--- src/rtl/capp_response_resolver.sv ---
// Enumerates CAPP match tags lowest-index first through a valid/ready response port.
// Optional macro CAPP_RESP_COUNT_EN adds the registered resp_count output.
module capp_response_resolver #(
    parameter int NUM_WORDS = 32,
    parameter int IDX_W     = 5
) (
    input  logic                 CLK,
    input  logic                 RST_N,
    input  logic [NUM_WORDS-1:0] tags_in,
    input  logic                 tags_valid,
    input  logic                 clear,
    output logic                 resp_valid,
    input  logic                 resp_ready,
    output logic [IDX_W-1:0]     resp_index,
    output logic                 some_resp,
    output logic                 search_done
`ifdef CAPP_RESP_COUNT_EN
    ,
    output logic [IDX_W:0]       resp_count
`endif
);

    typedef enum logic {
        IDLE = 1'b0,
        BUSY = 1'b1
    } state_t;

    state_t                 state_q, state_d;
    logic [NUM_WORDS-1:0]   tags_q, tags_d;
    logic [IDX_W-1:0]       index_q, index_d;
    logic                   some_q, some_d;
    logic                   done_q, done_d;
    logic [NUM_WORDS-1:0]   consume_mask;
    logic                   handshake;

    function automatic logic [IDX_W-1:0] lowest_set(input logic [NUM_WORDS-1:0] v);
        logic [IDX_W-1:0] idx;
        idx = '0;
        for (int i = NUM_WORDS - 1; i >= 0; i--) begin
            if (v[i]) idx = i[IDX_W-1:0];
        end
        return idx;
    endfunction

    // Handshake: a transfer happens on a rising edge where resp_valid and
    // resp_ready are both high; resp_valid/resp_index never change while
    // resp_valid is high and resp_ready is low. resp_ready is ignored in IDLE.
    assign handshake    = (state_q == BUSY) && resp_ready;
    assign consume_mask = {{(NUM_WORDS-1){1'b0}}, 1'b1} << index_q;

    // Priority: clear, then a new tag load, then consumption of the presented index.
    always_comb begin
        tags_d = tags_q;
        done_d = 1'b0;
        if (clear) begin
            tags_d = '0;
        end else if (tags_valid) begin
            tags_d = tags_in;
            done_d = ~|tags_in;
        end else if (handshake) begin
            tags_d = tags_q & ~consume_mask;
            done_d = ~|(tags_q & ~consume_mask);
        end
        state_d = (|tags_d) ? BUSY : IDLE;
        index_d = lowest_set(tags_d);
        some_d  = |tags_d;
    end

    always_ff @(posedge CLK or negedge RST_N) begin
        if (!RST_N) begin
            state_q <= IDLE;
            tags_q  <= '0;
            index_q <= '0;
            some_q  <= 1'b0;
            done_q  <= 1'b0;
        end else begin
            state_q <= state_d;
            tags_q  <= tags_d;
            index_q <= index_d;
            some_q  <= some_d;
            done_q  <= done_d;
        end
    end

    assign resp_valid  = (state_q == BUSY);
    assign resp_index  = index_q;
    assign some_resp   = some_q;
    assign search_done = done_q;

`ifdef CAPP_RESP_COUNT_EN
    logic [IDX_W:0] count_q, count_d;

    function automatic logic [IDX_W:0] popcount(input logic [NUM_WORDS-1:0] v);
        logic [IDX_W:0] c;
        c = '0;
        for (int i = 0; i < NUM_WORDS; i++) begin
            c = c + {{IDX_W{1'b0}}, v[i]};
        end
        return c;
    endfunction

    always_comb begin
        count_d = count_q;
        if (clear) begin
            count_d = '0;
        end else if (tags_valid) begin
            count_d = popcount(tags_in);
        end else if (handshake) begin
            count_d = count_q - {{IDX_W{1'b0}}, 1'b1};
        end
    end

    always_ff @(posedge CLK or negedge RST_N) begin
        if (!RST_N) begin
            count_q <= '0;
        end else begin
            count_q <= count_d;
        end
    end

    assign resp_count = count_q;
`endif

endmodule

--- config.mk ---
export PLATFORM = sky130hd
export DESIGN_NAME = capp_response_resolver
export DESIGN_NICKNAME = d
export VERILOG_FILES = /design/src/rtl/capp_response_resolver.sv
export SDC_FILE = /design/constraint.sdc
export NUM_CORES = 1
export LEC_CHECK = 0
export BUFFER_PORTS_ARGS = -buffer_cell sky130_fd_sc_hd__buf_2
export CAP_MARGIN = 20
export CORE_MARGIN = 5
export CORE_UTILIZATION = 50
export DETAILED_ROUTE_END_ITERATION = 6
export PLACE_DENSITY_LB_ADDON = 0.25
export REMOVE_ABC_BUFFERS = 1
export SYNTH_ARGS = -nofsm -noshare
export SYNTH_HDL_FRONTEND = slang
export SYNTH_SLANG_ARGS = --single-unit
--- constraint.sdc ---
create_clock -name CLK -period 5.25 [get_ports CLK]
set_clock_uncertainty 0.2 [all_clocks]
set_input_delay 0.7875 -clock CLK [delete_from_list [all_inputs] [get_ports CLK]]
set_output_delay 0.7875 -clock CLK [all_outputs]
set_load 0.01 [all_outputs]
Word-level counts from Yosys, hierarchy flattened --
Cells that the tools add are included.
Operators by class: reduce and logical (&&, ||, !) cells 6, multiply operators 0, equality and inequality tests 0, add/subtract/negate cells 0, bitwise operators 2, shifts and indexed selects 1, muxes and demuxes 39, div/mod/pow operators 0, order comparisons 0
Operators with widths (count):
- 5-bit two-way mux | 32
- 32-bit two-way mux | 3
- 32-bit OR reduction | 3
- 32-bit bitwise AND | 1
- 32-bit inverter | 1
- 1-bit by 5-bit left shift with 32-bit output (first input constant) | 1
- 1-bit two-way mux | 4
- 1-bit logical NOT | 2
- 1-bit logical AND | 1
Word-level totals: latch bits 0, memories kept 0, register bits 40, bits of input ports 37, ROM bits 0, RAM bits 0

Logic depth before layout (Yosys ltp) --
depth in word-level cells 38, depth in mapped cells 10, mapped depth without buffers 8

Least setup slack after synthesis --
OpenSTA, ideal clock, no wires.
path type input to register, from input resp_ready, to register some_q (netlist: some_resp), stages on the path 8, slack 2614 ps, data required time 4929 ps, library setup time 121 ps, arrival time 2315 ps, cells stage by stage nor4bb_1 -> clkbuf_1 -> nand2_1 -> a32o_1 -> nor4_1 -> nand3_1 -> nand2b_1 -> nand2b_1
On the way: longest elaborated chain between the ends 5
RTL lines:
- start: declaration | RTL line 13 | input logic resp_ready,
- 1-bit logical AND | RTL line 48 | assign handshake = (state_q == BUSY) && resp_ready;
- 32-bit two-way mux | RTL line 60 | end else if (handshake) begin
- 32-bit two-way mux | RTL line 57 | end else if (tags_valid) begin
- 32-bit two-way mux | RTL line 55 | if (clear) begin
- named net tags_d[1] | RTL line 29 | logic [NUM_WORDS-1:0] tags_q, tags_d;
- 32-bit OR reduction | RTL line 66 | some_d = |tags_d;
- named net some_d | RTL line 31 | logic some_q, some_d;
- end signal: assignment | RTL line 80 | some_q <= some_d;
- end: declaration | RTL line 31
The timed path passes the listed nets, and every way through them passes these cells.

Worst setup path after layout --
from register index_q[1] (netlist: resp_index[1]), to register some_q (netlist: some_resp)
On the way: longest elaborated chain between the ends 7
RTL lines:
- start: declaration | RTL line 30 | logic [IDX_W-1:0] index_q, index_d;
- start signal: assignment | RTL line 79 | index_q <= index_d;
- 1-bit by 5-bit left shift with 32-bit output | RTL line 49 | assign consume_mask = {{(NUM_WORDS-1){1'b0}}, 1'b1} << index_q;
- 32-bit inverter | RTL line 61 | tags_d = tags_q & ~consume_mask;
- 32-bit bitwise AND | RTL line 61
- 32-bit two-way mux | RTL line 60
- 32-bit two-way mux | RTL line 57
- 32-bit two-way mux | RTL line 55
- 32-bit OR reduction | RTL line 66
- named net some_d | RTL line 31
The timed path passes the listed nets, and every way through them passes these cells.

==> impl_metrics.yaml <==
drt:
  detail-route-antenna-nets: 0
  wl_per_cell_um: 20.7
  dr.pass1.iters: 5
  num_vias: 2837
  via_per_inst: 6.85
  drc_errors: 0
  wirelength_um: 8560
  first_iter_violations: 409
clock_network:
  clockRootBuffer: "clkbuf_8"
  clk_path_buf_depth: 2
  cts_buffers: 5
  cts_tree: "done"
  h-tree-depth: 2
  cts_resized: 0
  cts.sink_count: 39
  cts_setup_buffers: 0
  cts_hold_buf: 0
  insertion_delay_ps: 300
  cts.clk_slew.worst_paths_ps: 80
pwr:
  p_clk_frac: 0.255
  intPower_w: 0.000503
  seq_power_share: 0.469
  p_per_area_nw_per_um2: 271
  p_leak_nw: 1.21
  swShare: 0.367
  netSwitchingPower_w: 0.000292
  comb_power_share: 0.276
  vdd_drop_max_v: 0.000173
sta:
  layout_min_cycle_time_ps: 3130
  max_clock_freq_ghz: 0.320
  worst_slew_pin_slew_ps: 884
  hold_violations: 0
  tns_ps: 0
  period_share: 0.596
  final-setup-viol-count: 0
  rsz0062_at_grt: "false"
  setup_ws_ps: 2120
  slew_headroom: 0.411
  final_max_slew_viol_count: 0
grt:
  grt-busiest-layer: "met2"
  use_met3: 0.0553
  grt_pass1_vias: 2541
  overflow: 0
  grt_max_degree: 40
  grt.total_usage: 0.267
  grt_first_pass_wirelength_um: 13400
  grtUsageMet1: 0.369
  use_met2: 0.398
  antenna_found_initial: 0
cells_and_area:
  fin_nets: 380
  final_cells: 414
  area_delta_synth_final_pct: 12.7
  final_util: 0.577
  stdcell_area_um2: 2930
  drive_gt1_frac: 0.166
  n_antenna_cell: 0
floorplanning:
  dieArea_um2: 6740
  num_io_pins: 45
  initial_utilization: 0.512
  rows: 26
  dieHeight_um: 82.1
  core_um2: 5070
  fp.dieW_um: 82.1
place:
  dpl-instance-area_um2: 2850
  dp_cells: 406
  io_buffers: 44
  gp_congestion: 0.931
  dp_slack_ps: 2220
  dp_hpwl_um: 6300
critical_path:
  reg2reg_depth: 7
  cp_data_arrival_time_ps: 3110
  worst_ep_required_time_ps: 5240
  crit_type: "reg2reg"
  cp-start-kind: "flip-flop"
  critPathCaptureType: "flip-flop"
  reg2reg_slack_ps: 2120
  cp-startpoint: "resp_index[1]"
  endpoint: "some_resp"
  timing.rr.start: "resp_index[1]"
  reg2reg_to: "some_resp"
  path_max_fanout: 28
yosys:
  synth.top_cell.area_share: 0.376
  synth-warning-count: 0
  netlist_instances: 308
  syn_avg_cell_area_um2: 8.44
  synth_seq_area_share: 0.376
  synthTopCellsByArea: "dfrtp_1 38%, a32o_1 7.3%, nand2_1 5.1%"
  yosys.area.top_type: "dfrtp_1"
  ys.flop_type: "dfrtp_1"
  synthTopCellsByCount: "39 x dfrtp_1, 35 x nand2_1, 28 x nor2_1"
  syn_area_um2: 2600
  synth_cell_type_count: 49
  async_flop_share: 1.00
  synth.most_common_cell: "dfrtp_1"
  synth.ff_latch_count: 39
  synth_edf_count: 0
hold_path:
  hold_path_class: "in2async"
outcome:
  status: "finished clean"
run:
  maxCapViolCount: 0
==> layout make-up <==
| type | count | area (um2) |
|---|---|---|
| Fill cell | 496 | 2150 |
| Multi-Input combinational cell | 241 | 1510 |
| Sequential cell | 39 | 976 |
| Timing Repair Buffer | 47 | 243 |
| Tap cell | 70 | 87.6 |
| Clock buffer | 7 | 76.3 |
| Inverter | 9 | 33.8 |
| Clock inverter | 1 | 5.00 |
==> sequential cells by signal, indices dropped and copies added, names as in the netlist <==
name,count
search_done,1
resp_index,5
tags_q,32
some_resp,1
==> cells in the final DEF, fill, tap and decap left out, drive strengths merged, types with 6 or more instances in the layout <==
master	instances
nor3	12
nor4	11
clkbuf	7
nor3b	8
o21ai	16
buf	47
a32oi	6
a32o	19
nand3	7
nor2b	9
inv	9
o22ai	8
a21oi	14
nand2	35
nor2	28
nand2b	8
dfrtp	39
==> kinds of logic after synthesis <==
kind of cell	count (synthesis)	share of synthesized area
AND/OR/NAND/NOR	146	0.310
flip-flops	39	0.376
AO/OA/AOI/OAI	91	0.254
buffers and inverters	28	0.0448
multiplexers	4	0.0154
==> through the flow <==
step           power (W)  hold slack (ps)
2_1_floorplan   0.000496              292
3_3_place_gp    0.000586              381
3_5_place_dp    0.000589              399
4_1_cts         0.000790              413
5_1_grt         0.000838              474
6_report        0.000794              402
==> critical path, stage by stage (launching register included) <==
cell	delay, ps
dfrtp_1	850
and4_1	500
nand2_1	110
a32oi_1	370
nand4_1	230
nor4b_1	470
nand2b_1	130
nand2b_1	160
==> power groups by stage <==
stage | sequential, W | clock (W) | combinational, W
final | 0.000372 | 0.000202 | 0.000220
after detailed placement | 0.000375 | 0 | 0.000214
after global routing | 0.000377 | 0.000223 | 0.000239
after floorplan | 0.000361 | 0 | 0.000135
after global placement | 0.000374 | 0 | 0.000212
after CTS | 0.000369 | 0.000205 | 0.000215
==> how the worst min path moves through the flow <==
stage | slack (ps) | end | depth (start not counted)
after floorplan | 290 | resp_index[0] | 0
after global placement | 380 | tags_q[15] | 2
after detailed placement | 400 | tags_q[15] | 2
after CTS | 410 | tags_q[15] | 2
after global routing | 470 | tags_q[6] | 2
final | 400 | tags_q[25] | 1
==> per-layer routing <==
| metal | vias up | wire (um) |
|---|---|---|
| li1 | 1262 | - |
| met4 | 0 | 302 |
| met1 | 1328 | 3520 |
| met2 | 217 | 3830 |
| met3 | 30 | 901 |
| met5 | - | 0 |
(Power assumes the default switching activity.)
